File: config.mk
export PLATFORM = sky130hd
export DESIGN_NAME = bus_cycle_sequencer
export DESIGN_NICKNAME = d
export VERILOG_FILES = /design/src/rtl/i8085_pkg.sv /design/src/rtl/bus_strobe_gen.sv /design/src/rtl/bus_cycle_sequencer.sv
export SDC_FILE = /design/constraint.sdc
export NUM_CORES = 1
export LEC_CHECK = 0
export CAP_MARGIN = 0
export CORE_ASPECT_RATIO = 1.1
export CORE_MARGIN = 8
export CORE_UTILIZATION = 28
export CTS_CLUSTER_SIZE = 30
export DETAILED_ROUTE_END_ITERATION = 6
export HOLD_SLACK_MARGIN = 0.03
export PLACE_DENSITY = 0.58
export SLEW_MARGIN = 20
export SYNTH_ARGS = -nofsm -noshare
export SYNTH_HDL_FRONTEND = slang
export SYNTH_SLANG_ARGS = --single-unit
File: constraint.sdc
create_clock -name phi1 -period 2.2 [get_ports phi1]
set_clock_uncertainty 0.15 [all_clocks]
set_input_delay 0.55 -clock phi1 [delete_from_list [all_inputs] [get_ports phi1]]
set_output_delay 0.55 -clock phi1 [all_outputs]
set_load 0.05 [all_outputs]
File: src/rtl/i8085_pkg.sv
// Shared encodings for the 8085 bus cycle sequencer: machine-cycle types,
// internal T-state enum, one-hot bit positions of tstate and status decode.
package i8085_pkg;

  typedef enum logic [2:0] {
    MC_OF   = 3'd0,
    MC_MR   = 3'd1,
    MC_MW   = 3'd2,
    MC_IOR  = 3'd3,
    MC_IOW  = 3'd4,
    MC_INA  = 3'd5,
    MC_BI   = 3'd6,
    MC_HALT = 3'd7
  } mc_type_t;

  typedef enum logic [3:0] {
    S_TRST  = 4'd0,
    S_T1    = 4'd1,
    S_T2    = 4'd2,
    S_TW    = 4'd3,
    S_T3    = 4'd4,
    S_T4    = 4'd5,
    S_T5    = 4'd6,
    S_T6    = 4'd7,
    S_THOLD = 4'd8,
    S_THALT = 4'd9
  } tstate_t;

  // Bit positions inside the one-hot tstate output {T1,T2,T3,T4,T5,T6,TW,TRST}
  localparam logic [2:0] TS_T1   = 3'd7;
  localparam logic [2:0] TS_T2   = 3'd6;
  localparam logic [2:0] TS_T3   = 3'd5;
  localparam logic [2:0] TS_T4   = 3'd4;
  localparam logic [2:0] TS_T5   = 3'd3;
  localparam logic [2:0] TS_T6   = 3'd2;
  localparam logic [2:0] TS_TW   = 3'd1;
  localparam logic [2:0] TS_TRST = 3'd0;

  // Hold and halt have no bit of their own; they show as TRST.
  function automatic logic [7:0] tstate_onehot(input tstate_t s);
    logic [7:0] oh;
    oh = 8'h00;
    case (s)
      S_T1:    oh[TS_T1] = 1'b1;
      S_T2:    oh[TS_T2] = 1'b1;
      S_T3:    oh[TS_T3] = 1'b1;
      S_T4:    oh[TS_T4] = 1'b1;
      S_T5:    oh[TS_T5] = 1'b1;
      S_T6:    oh[TS_T6] = 1'b1;
      S_TW:    oh[TS_TW] = 1'b1;
      default: oh[TS_TRST] = 1'b1;
    endcase
    return oh;
  endfunction

  // Status lines {IOMn,S1,S0} for an active machine cycle.
  function automatic logic [2:0] status_enc(input mc_type_t mc);
    logic [2:0] st;
    case (mc)
      MC_OF:   st = 3'b011;
      MC_MR:   st = 3'b010;
      MC_MW:   st = 3'b001;
      MC_IOR:  st = 3'b110;
      MC_IOW:  st = 3'b101;
      MC_INA:  st = 3'b111;
      MC_BI:   st = 3'b000;
      default: st = 3'b000;
    endcase
    return st;
  endfunction

endpackage

File: src/rtl/bus_strobe_gen.sv
// Registered decode of the upcoming T-state and cycle type into the bus
// control strobes and status lines, so the pins change only on the clock edge.
module bus_strobe_gen
  import i8085_pkg::*;
(
  input  logic     clk_i,
  input  logic     rst_ni,
  input  tstate_t  state_d_i,
  input  mc_type_t mc_d_i,
  output logic     ale_o,
  output logic     rd_n_o,
  output logic     wr_n_o,
  output logic     iom_n_o,
  output logic     s1_o,
  output logic     s0_o
);

  logic       ale_d, rd_n_d, wr_n_d;
  logic [2:0] status_d;
  logic       ale_q, rd_n_q, wr_n_q;
  logic [2:0] status_q;
  logic       is_read_s, is_write_s;

  // Strobe and status values for the state about to be entered.
  always_comb begin
    ale_d      = 1'b0;
    rd_n_d     = 1'b1;
    wr_n_d     = 1'b1;
    status_d   = 3'b000;
    is_read_s  = 1'b0;
    is_write_s = 1'b0;
    case (mc_d_i)
      MC_OF, MC_MR, MC_IOR, MC_INA: is_read_s  = 1'b1;
      MC_MW, MC_IOW:                is_write_s = 1'b1;
      default: begin
        is_read_s  = 1'b0;
        is_write_s = 1'b0;
      end
    endcase
    case (state_d_i)
      S_T1: begin
        ale_d    = (mc_d_i != MC_BI);
        status_d = status_enc(mc_d_i);
      end
      S_T2, S_TW, S_T3: begin
        status_d = status_enc(mc_d_i);
        rd_n_d   = ~is_read_s;
        wr_n_d   = ~is_write_s;
      end
      S_T4, S_T5, S_T6: status_d = status_enc(mc_d_i);
      default: begin
        ale_d    = 1'b0;
        status_d = 3'b000;
      end
    endcase
  end

  // Output registers; reset leaves the bus idle.
  always_ff @(posedge clk_i or negedge rst_ni) begin
    if (!rst_ni) begin
      ale_q    <= 1'b0;
      rd_n_q   <= 1'b1;
      wr_n_q   <= 1'b1;
      status_q <= 3'b000;
    end else begin
      ale_q    <= ale_d;
      rd_n_q   <= rd_n_d;
      wr_n_q   <= wr_n_d;
      status_q <= status_d;
    end
  end

  assign ale_o   = ale_q;
  assign rd_n_o  = rd_n_q;
  assign wr_n_o  = wr_n_q;
  assign iom_n_o = status_q[2];
  assign s1_o    = status_q[1];
  assign s0_o    = status_q[0];

endmodule

File: src/rtl/bus_cycle_sequencer.sv
// 8085 machine-cycle / T-state sequencer: steps each requested machine cycle
// through its T-states, inserts READY wait states, and handles HOLD and HALT.
module bus_cycle_sequencer
  import i8085_pkg::*;
(
  input  logic       phi1,
  input  logic       resetn,
  input  mc_type_t   mc_type,
  input  logic       of_long,
  input  logic       ready,
  input  logic       hold,
  input  logic       intr_wake,
  output logic [7:0] tstate,
  output logic       mc_ack,
  output logic       mc_done,
  output logic       ALE,
  output logic       RDn,
  output logic       WRn,
  output logic       IOMn,
  output logic       S0,
  output logic       S1,
  output logic       dbus_to_instr_reg,
  output logic       hlda,
  output logic       halted
);

  tstate_t    state_q, state_d;
  mc_type_t   mc_q, mc_d;
  logic       hold_pend_q, hold_pend_d;
  tstate_t    cycle_next_s;
  logic [7:0] tstate_q;
  logic       mc_ack_q, mc_done_q, dbus_q, hlda_q, halted_q;

  // Next T-state, latched cycle type and pending-hold flag.
  always_comb begin
    state_d      = state_q;
    mc_d         = mc_q;
    hold_pend_d  = hold_pend_q;
    cycle_next_s = hold_pend_q ? S_THOLD : S_T1;
    case (state_q)
      S_TRST:  state_d = S_T1;
      S_T1:    state_d = (mc_q == MC_HALT) ? S_THALT : S_T2;
      S_T2: begin
        if ((mc_q == MC_BI) || ready) state_d = S_T3;
        else                          state_d = S_TW;
      end
      S_TW:    state_d = ready ? S_T3 : S_TW;
      S_T3:    state_d = (mc_q == MC_OF) ? S_T4 : cycle_next_s;
      S_T4:    state_d = of_long ? S_T5 : cycle_next_s;
      S_T5:    state_d = S_T6;
      S_T6:    state_d = cycle_next_s;
      S_THOLD: state_d = hold ? S_THOLD : S_T1;
      S_THALT: state_d = intr_wake ? S_T1 : S_THALT;
      default: state_d = S_TRST;
    endcase
    if ((state_q == S_T2) || (state_q == S_TW)) begin
      hold_pend_d = hold_pend_q | hold;
    end else if (state_d == S_THOLD) begin
      hold_pend_d = 1'b0;
    end else begin
      hold_pend_d = hold_pend_q;
    end
    // The first cycle after reset is always a fetch, whatever is requested.
    if (state_d == S_T1) begin
      mc_d = (state_q == S_TRST) ? MC_OF : mc_type;
    end else begin
      mc_d = mc_q;
    end
  end

  // State register and registered status outputs derived from the next state.
  always_ff @(posedge phi1 or negedge resetn) begin
    if (!resetn) begin
      state_q     <= S_TRST;
      mc_q        <= MC_OF;
      hold_pend_q <= 1'b0;
      tstate_q    <= 8'h01;
      mc_ack_q    <= 1'b0;
      mc_done_q   <= 1'b0;
      dbus_q      <= 1'b0;
      hlda_q      <= 1'b0;
      halted_q    <= 1'b0;
    end else begin
      state_q     <= state_d;
      mc_q        <= mc_d;
      hold_pend_q <= hold_pend_d;
      tstate_q    <= tstate_onehot(state_d);
      mc_ack_q    <= (state_d == S_T1);
      mc_done_q   <= ((state_d == S_T3) && (mc_d != MC_OF)) ||
                     (state_d == S_T6) ||
                     ((state_d == S_T1) && (mc_d == MC_HALT));
      dbus_q      <= (state_d == S_T3) && (mc_d == MC_OF);
      hlda_q      <= (state_d == S_THOLD) || ((state_d == S_THALT) && hold);
      halted_q    <= (state_d == S_THALT);
    end
  end

  bus_strobe_gen u_strobe (
    .clk_i     (phi1),
    .rst_ni    (resetn),
    .state_d_i (state_d),
    .mc_d_i    (mc_d),
    .ale_o     (ALE),
    .rd_n_o    (RDn),
    .wr_n_o    (WRn),
    .iom_n_o   (IOMn),
    .s1_o      (S1),
    .s0_o      (S0)
  );

  assign tstate            = tstate_q;
  assign mc_ack            = mc_ack_q;
  // A short fetch ends in T4, but of_long only becomes valid during T4 itself,
  // so that one completion is decoded from the current state and of_long.
  assign mc_done           = mc_done_q | ((state_q == S_T4) & ~of_long);
  assign dbus_to_instr_reg = dbus_q;
  assign hlda              = hlda_q;
  assign halted            = halted_q;

endmodule

# After elaboration in Yosys (flattened, before gate mapping)
# Cells that the tools add are included.
[classes] eq_ne=27 mux=28 bitwise=6 n_reduce_logical=18
[ops] operator="$pmux W4 S10" n=1
[ops] operator="$eq A4 B3 Y1 const B" n=8
[ops] operator="$mux W4" n=6
[ops] operator="$pmux W3 S6" n=1
[ops] operator="$eq A4 B2 Y1 const B" n=4
[ops] operator="$eq A4 B4 Y1 const B" n=4
[ops] operator="$eq A3 B3 Y1 const B" n=5
[ops] operator="$mux W1" n=15
[ops] operator="$mux W3" n=5
[ops] operator="$eq A4 B1 Y1 const B" n=2
[ops] operator="$reduce_or A7 Y1" n=1
[ops] operator="$eq A3 B2 Y1 const B" n=2
[ops] operator="$logic_not A3 Y1" n=2
[ops] operator="$logic_or A1 B1 Y1" n=5
[ops] operator="$logic_and A1 B1 Y1" n=4
[ops] operator="$logic_not A4 Y1" n=1
[ops] operator="$reduce_or A4 Y1" n=1
[ops] operator="$eq A3 B1 Y1 const B" n=1
[ops] operator="$ne A3 B3 Y1 const B" n=1
[ops] operator="$not A1 Y1" n=3
[ops] operator="$reduce_bool A3 Y1" n=1
[ops] operator="$reduce_or A3 Y1" n=1
[ops] operator="$or A1 B1 Y1" n=2
[ops] operator="$reduce_bool A2 Y1" n=1
[ops] operator="other kinds (2)" n=2
[totals] regBits=27 inputBits=9 out_inout_bits=19

# Logic depth before layout (Yosys ltp)
# Gate-level depths: netlist of run 1.
[depth] ltp_word=11 ltp_mapped=8 ltp_nobuf=6

# Modules after synthesis
# From an unflattened synthesis of run 1, not the netlist that was laid out.
[hier_totals] hier_cells=115 hier_area_um2=1310.0
[modules_own_cells] mod="bus_cycle_sequencer" n_inst=1 cells_each=92 area_per_inst_um2=1037.2 seq_area_each_um2=501.7
[modules_own_cells] mod="bus_strobe_gen" n_inst=1 cells_each=23 area_per_inst_um2=272.8 seq_area_each_um2=152.6

# Worst setup path before layout of run 1
# OpenSTA, ideal clock, no wires.
[synth_timing] kind="reg2out" from="reg state_q[3]" to="out mc_done" arrival_ns=1.911 required_ns=1.500 slack_ns=-0.411 path_stages_with_launch=4 path_buffers=1 cell_sequence="dfrtp_1 -> buf_4 -> nand2b_1 -> o31ai_1"
[synth_between] elab_chain_len=3
[synth_lines] element="from (decl)" line_no="bus_cycle_sequencer.sv:27" rtl="tstate_t state_q, state_d;"
[synth_lines] element="from (signal assigned)" line_no="bus_cycle_sequencer.sv:84" rtl="state_q <= state_d;"
[synth_lines] element="$eq A4 B3 Y1" line_no="bus_cycle_sequencer.sv:115" rtl="assign mc_done = mc_done_q | ((state_q == S_T4) & ~of_long);"
[synth_lines] element="$and A1 B1 Y1" line_no="bus_cycle_sequencer.sv:115"
[synth_lines] element="$or A1 B1 Y1" line_no="bus_cycle_sequencer.sv:115"
[synth_lines] element="to (decl)" line_no="bus_cycle_sequencer.sv:15" rtl="output logic mc_done,"
# No other way between the ends.

# Final worst setup path of run 1
[layout_timing] from="reg mc_q[2]" to="reg mc_q[2]"
[layout_between] elab_chain_len=6 elab_cells_between_ends=10
[layout_lines] element="from (decl)" line_no="bus_cycle_sequencer.sv:28" rtl="mc_type_t mc_q, mc_d;"
[layout_lines] element="from (signal assigned)" line_no="bus_cycle_sequencer.sv:85" rtl="mc_q <= mc_d;"
[layout_lines] element="$eq A3 B3 Y1" line_no="bus_cycle_sequencer.sv:44" rtl="if ((mc_q == MC_BI) || ready) state_d = S_T3;"
[layout_lines] element="$logic_or A1 B1 Y1" line_no="bus_cycle_sequencer.sv:44"
[layout_lines] element="$mux W3" line_no="bus_cycle_sequencer.sv:44"
[layout_lines] element="$pmux W4 S10" line_no="bus_cycle_sequencer.sv:40" rtl="case (state_q)"
[layout_lines] element="$eq A4 B1 Y1" line_no="bus_cycle_sequencer.sv:64" rtl="if (state_d == S_T1) begin"
[layout_lines] element="$mux W3 *" line_no="bus_cycle_sequencer.sv:64"
[layout_lines] element="via mc_d[2]" line_no="bus_cycle_sequencer.sv:28"
# Mark *: on every way through the listed nets, which the timed path passes. The rest lies on a longest branch.
# A chain may end at the register's enable or synchronous reset.

==> impl_metrics.toml, run 1 <==
[clock_network]
htree_levels = 1
clkTransAtPathRegs_ns = 0.09
cts_tree = "yes"
cts.sinks = 26
cts_buffer_depth = 2
clk_latency_ns = 0.27
cts_buffers = 3
cts-root-buf = "clkbuf_8"

[yosys]
ys_top_cells_by_count = "23 x dfrtp_1, 10 x nand2_1, 9 x inv_1"
ys_ff_latch = 26
synth-compound-area-share_pct = 18.1
ys_async_sr_fraction_pct = 100
dominantRegCellSynth = "dfrtp_1"
synth_mux_area_share_pct = 3.25
yosysUniqueCellTypes = 48
synthAdderAreaFrac_pct = 0
ys_seq_area_share_pct = 47.3
synth_simple_gate_area_share_pct = 23.1
synth_top_area_share_pct = 41.6
yosysTopAreaCell = "dfrtp_1"
yosysMostFrequentCell = "dfrtp_1"
synth_edf_count = 0
synth_top_family_by_area = "simple AND/OR/NAND/NOR gates"
ys_top_cells_by_area = "dfrtp_1 42%, dfstp_2 5.7%, nand2b_1 3.2%, nand2_1 2.7%, inv_1 2.4%"
synthCells = 139
avgSynthCellArea_um2 = 9.96
synth_nets = 148
syn_area_mm2 = 0.00138
ys_warn_count = 0
synth_xor_area_share_pct = 0.633

[power]
leakage_uw = 0.00105
peakVddDrop_uv = 591
powerDensity_mw_per_mm2 = 1790

[drt]
ant_nets = 0
post_drt_wl_per_cell_um = 14.9
via_per_inst = 4.92
routed_wl_um = 3990
drt-initial-drc-count = 54
drtPass1Iterations = 4
drc = 0
vias = 1314

[place]
placed_area_mm2 = 0.00199
dp_hpwl_um = 3030
port_buffers = 27
gp_congestion = 0.886

[grt]
grt_util_all_layers_pct = 10.7
grt_pass1_vias = 1422
overflow = 0
grt_max_degree = 27
antenna_found_initial = 0
grt_pass1_wl_um = 6720

[setup_path]
crit_path_start_kind = "flop"
arrival_ns = 2.31
crit_path_top_delay_cell = "dfrtp_2"
slowest_delay_ns = 0.46
cpMostUsedCell = "or3_4"
path_buf_inv = 0
crit_type = "reg2reg"
cp_max_fo = 5
path_cells = "o41ai_4 -> nor4_2 -> or3_4 -> or3_4 -> mux2_4"
critical-path-top-delay-family = "simple AND/OR/NAND/NOR gates"
required_ns = 2.22
crit_path_end_kind = "flop"

[floorplan]
core_area_mm2 = 0.00490
start_util_pct = 28.3
die_h_um = 89.7
rows = 27
design.die.area_mm2 = 0.00745
dieWidth_um = 83.0
ios = 28

[sta]
min_period_ns = 2.30
max_freq_mhz = 436
worstMarginPinSlew_ns = 0.494
layout_setup_ws_ns = -0.0954
rsz0062_at_grt = "true"
fin_tns_setup_ns = -0.349
period_share_pct = 104
slew_violations = 0
setup_viol = 10
hold_viol = 0
maxSlewHeadroom_pct = 66.9

[layout]
area_growth_pct = 64.6
nNetsFinal = 219
drive_above_1_share_pct = 52.6
largest_register_ffs = 7
final_design_area_no_fill_mm2 = 0.00228
diodes = 0

[job]
maxCapViolCount = 0

[status]
status = "finished with violations"
violations = "negative setup slack"

[worst_hold_path]
min-delay-path-class = "in2async"
-- path summary, 6_finish.rpt --
kind                             end  cells after the start     from  slack, ns
min                        tstate[2]                      2   resetn       0.49
min reg2reg                mc_done_q                      2  mc_q[2]       0.56
max in group asynchronous  tstate[0]                      2   resetn       1.11
max reg2reg                  mc_q[2]                      5  mc_q[2]       -0.1
max                          mc_q[2]                      5  mc_q[2]       -0.1
min in group phi1               hlda                      2     hold       0.55
-- stage by stage --
| step | instances | utilization (%) | power (µW) | setup slack [ns] | hold WS [ns] |
|---|---|---|---|---|---|
| 6_report | 267 | 46.5 | 4090 | -0.0954 | 0.490 |
| 5_1_grt | 267 | 46.5 | 4360 | -0.137 | 0.530 |
| 3_3_place_gp | 255 | 40.5 | 3300 | -0.547 | 0.491 |
| 4_1_cts | 266 | 44.5 | 3860 | -0.0686 | 0.503 |
| 2_1_floorplan | 139 | - | 2330 | -0.140 | 0.104 |
| 3_5_place_dp | 255 | 40.5 | 3290 | -0.554 | 0.507 |
-- area by class of cell --
cell class,count,area [µm²]
repair buffers,77,626
inverters,9,33.8
flip-flops and latches,26,661
clock buffers,4,55.1
multi-input cells,93,831
well taps,58,72.6
fillers,449,2620
-- worst register-to-register path, cell delays in order (launching register included) --
cell and delay, ns:
dfrtp_2 0.46, o41ai_4 0.37, nor4_2 0.07, or3_4 0.37, or3_4 0.45, mux2_4 0.31
-- what timing repair did --
| action | in CTS | in global routing |
|---|---|---|
| gates resized for setup | 22 | 17 |
| buffers inserted | 7 | 1 |
| hold buffers | 0 | 0 |
| setup endpoints to repair | 14 | 14 |
| pin swaps | 7 | 7 |
| endpoints found under the hold margin | 0 | 0 |
-- routing by layer --
layer | up-vias | GRT usage, % | part of all wire, %
met5 | - | 0 | 0
met4 | 0 | 6.16 | 3.1
met3 | 12 | 1.81 | 3.0
met2 | 34 | 18.8 | 53
met1 | 635 | 11.6 | 41
li1 | 633 | - | -
-- power breakdown --
group / switching, µW / total, µW / internal (µW)
registers: 184 / 877 / 693
logic: 1520 / 2910 / 1390
clock network: 146 / 306 / 160
total: 1850 / 4090 / 2240
-- cells in the final DEF, fill, tap and decap left out, types with 4 or more instances in the layout --
cell type	n
dfrtp_1	18
inv_1	9
a21oi_1	5
nand2b_1	4
nand2_1	10
clkdlybuf4s50_1	8
buf_4	62
dfrtp_2	5
o21ai_0	5
clkbuf_8	4
nor3_1	4
nor2_1	6
-- cell families (layout without fill, tap and decap cells) --
group           after synthesis  after routing
buf+inv                      20             90
mux                           4              4
xor+xnor                      1              1
simple gates                 56             56
flops                        26             26
compound gates               32             32
No activity file was read; power rests on OpenSTA's default activity.
==> run 2, diff against run 1 <==
- ABC_AREA: unset -> 1
- PLACE_DENSITY: 0.58 -> 0.59
- SKIP_LAST_GASP: unset -> 1
==> run 2 against run 1 <==
Compared with the run above:
- the run now ends clean
- register-to-register slack improved by 0.28 ns
- global-route usage is 2.2 points lower
- worst setup slack better by 0.19 ns
- clock-buffer cell count down 1
- via count decreased by 16%
- area after synthesis fell by 2.3%
- hold slack worse by 0.093 ns
- utilization decreased by 6.0 points
- largest cell class is now flip-flops and latches
==> impl_metrics.toml, run 2 <==
[status]
status = "finished, final reports clean"

[sta]
max_freq_mhz = 475
maxSlewHeadroom_pct = 66.8
holdWs_ns = 0.397
slew_violations = 0
min_period_ns = 2.10
setup_viol = 0
period_share_pct = 95.7
worstMarginPinSlew_ns = 0.496
hold_viol = 0

[setup_path]
crit_path_end_kind = "output pin"
timing.rr.end = "u_strobe.rd_n_o"
reg2reg_from = "state_q[2]"
rrSetupSlack_ns = 0.18
r2r_cells = 14
arrival_ns = 1.40
crit_path_top_delay_cell = "clkdlybuf4s50_1"
path_buf_inv = 1
critical-path-top-delay-family = "buffers and inverters"
path_cells = "clkdlybuf4s50_1"
required_ns = 1.50
crit_path_start = "tstate[5]"
crit_type = "reg2out"
slowest_delay_ns = 0.80
worstSetupEndpoint = "tstate[5]"
crit_cells = 1
cp_max_fo = 1
crit_path_start_kind = "flop"

[yosys]
ys_top_cells_by_count = "35 x nand2_1, 23 x dfrtp_1, 22 x inv_1"
ys_async_sr_fraction_pct = 100
syn_area_mm2 = 0.00135
yosysTopAreaCell = "dfrtp_1"
synth_top_area_share_pct = 42.6
ys_seq_area_share_pct = 48.4
yosysUniqueCellTypes = 22
synth_edf_count = 0
synthCells = 157
avgSynthCellArea_um2 = 8.61
dominantRegCellSynth = "dfrtp_1"
yosysMostFrequentCell = "nand2_1"
ys_ff_latch = 26
synth_nets = 166
ys_top_cells_by_area = "dfrtp_1 43%, nand2_1 9.7%, inv_1 6.1%, dfstp_2 5.8%, nand2_2 5.6%"
ys_warn_count = 0

[drt]
vias = 1100
drc = 0
via_per_inst = 4.30
post_drt_wl_per_cell_um = 11.6
routed_wl_um = 2960
drt-initial-drc-count = 61
drtPass1Iterations = 4
ant_nets = 0

[floorplan]
core_area_mm2 = 0.00465
design.die.area_mm2 = 0.00731
start_util_pct = 29.1
ios = 28
dieWidth_um = 82.3
rows = 26
die_h_um = 88.9

[grt]
grt_util_all_layers_pct = 8.51
overflow = 0
antenna_found_initial = 0
grt_max_degree = 27
grt_pass1_wl_um = 4910
grt_pass1_vias = 1086

[place]
gp_congestion = 0.904
port_buffers = 27
dp_hpwl_um = 2400

[layout]
diodes = 0
largest_register_ffs = 7
area_growth_pct = 39.4
drive_above_1_share_pct = 38.0
nNetsFinal = 210
mostFrequentLayoutCell = "nand2_1"
final.fill_count = 485
final_cell_mix = "33 x nand2_1, 24 x buf_4, 22 x inv_1, 22 x dfrtp_1, 13 x clkdlybuf4s50_1"

[worst_hold_path]
min-delay-path-class = "reg2reg"

[clock_network]
cts-root-buf = "clkbuf_8"
cts_tree = "yes"
clk_latency_ns = 0.27
cts_buffer_depth = 2
htree_levels = 1
cts_hold_buffers = 0
cts_buffers = 3
clkTransAtPathRegs_ns = 0.09
cts.sinks = 26

[job]
maxCapViolCount = 0
-- run 2: logic make-up after synthesis --
family / share of synthesized area [%]
AND/OR/NAND/NOR: 38.8
buffers and inverters: 8.60
flip-flops: 48.4
AO/OA/AOI/OAI: 4.26
-- run 2: layer usage --
layer  global-route usage [%]  part of all wire, %  up-vias
li1                         -                    -      570
met1                     9.48                   40      504
met2                     14.9                   53       24
met3                     1.61                  5.7        2
met4                     4.31                  1.4        0
met5                        0                    0        -
-- run 2: cell type report --
class	count	area (µm²)	area share, %
clock buffer	3	41.3	2.19
clock inverter	1	30.0	1.59
inverter	29	111	5.91
multi-input combinational	101	622	33.0
sequential	26	656	34.8
tap	56	70.1	3.72
timing repair buffer	40	355	18.8
-- run 2: worst min-delay path by stage --
stage | start | endpoint | slack, ns | cells after the start
final | hold_pend_q | hold_pend_q | 0.40 | 2
after global routing | hold_pend_q | hold_pend_q | 0.46 | 2
after CTS | hold_pend_q | hold_pend_q | 0.40 | 2
after detailed placement | hold_pend_q | hold_pend_q | 0.38 | 2
after global placement | hold_pend_q | hold_pend_q | 0.38 | 2
after floorplan | resetn | dbus_to_instr_reg | 0.10 | 0
-- run 2: repair_timing --
action | in CTS | in global routing
endpoints found under the setup margin | 0 | 8
setup buffers | 0 | 2
gates resized for setup | 0 | 14
-- run 2: through the flow --
| step | utilization (%) | instances | setup WS (ns) | TNS, ns | cell area [µm²] |
|---|---|---|---|---|---|
| 2_1_floorplan | - | 157 | 0.102 | 0 | 1350 |
| 3_3_place_gp | 37.6 | 250 | -0.253 | -1.86 | 1750 |
| 3_5_place_dp | 37.6 | 250 | -0.259 | -2.14 | 1750 |
| 4_1_cts | 39.2 | 254 | 0.0215 | 0 | 1820 |
| 5_1_grt | 40.5 | 256 | -0.00161 | -0.00161 | 1890 |
| 6_report | 40.5 | 256 | 0.0951 | 0 | 1890 |
Power of run 2 is not shown: default switching activity piles up to over one toggle a cycle in this logic, so the estimate is an artifact.
==> run 3, diff against run 2 <==
- ABC_CLOCK_PERIOD_IN_PS: unset -> 2200
- CTS_CLUSTER_SIZE: 30 -> unset
==> results of run 3 <==
The final DEF is identical to that of run 2; final timing and power are the same.
Power of run 3 is left out for the same reason.
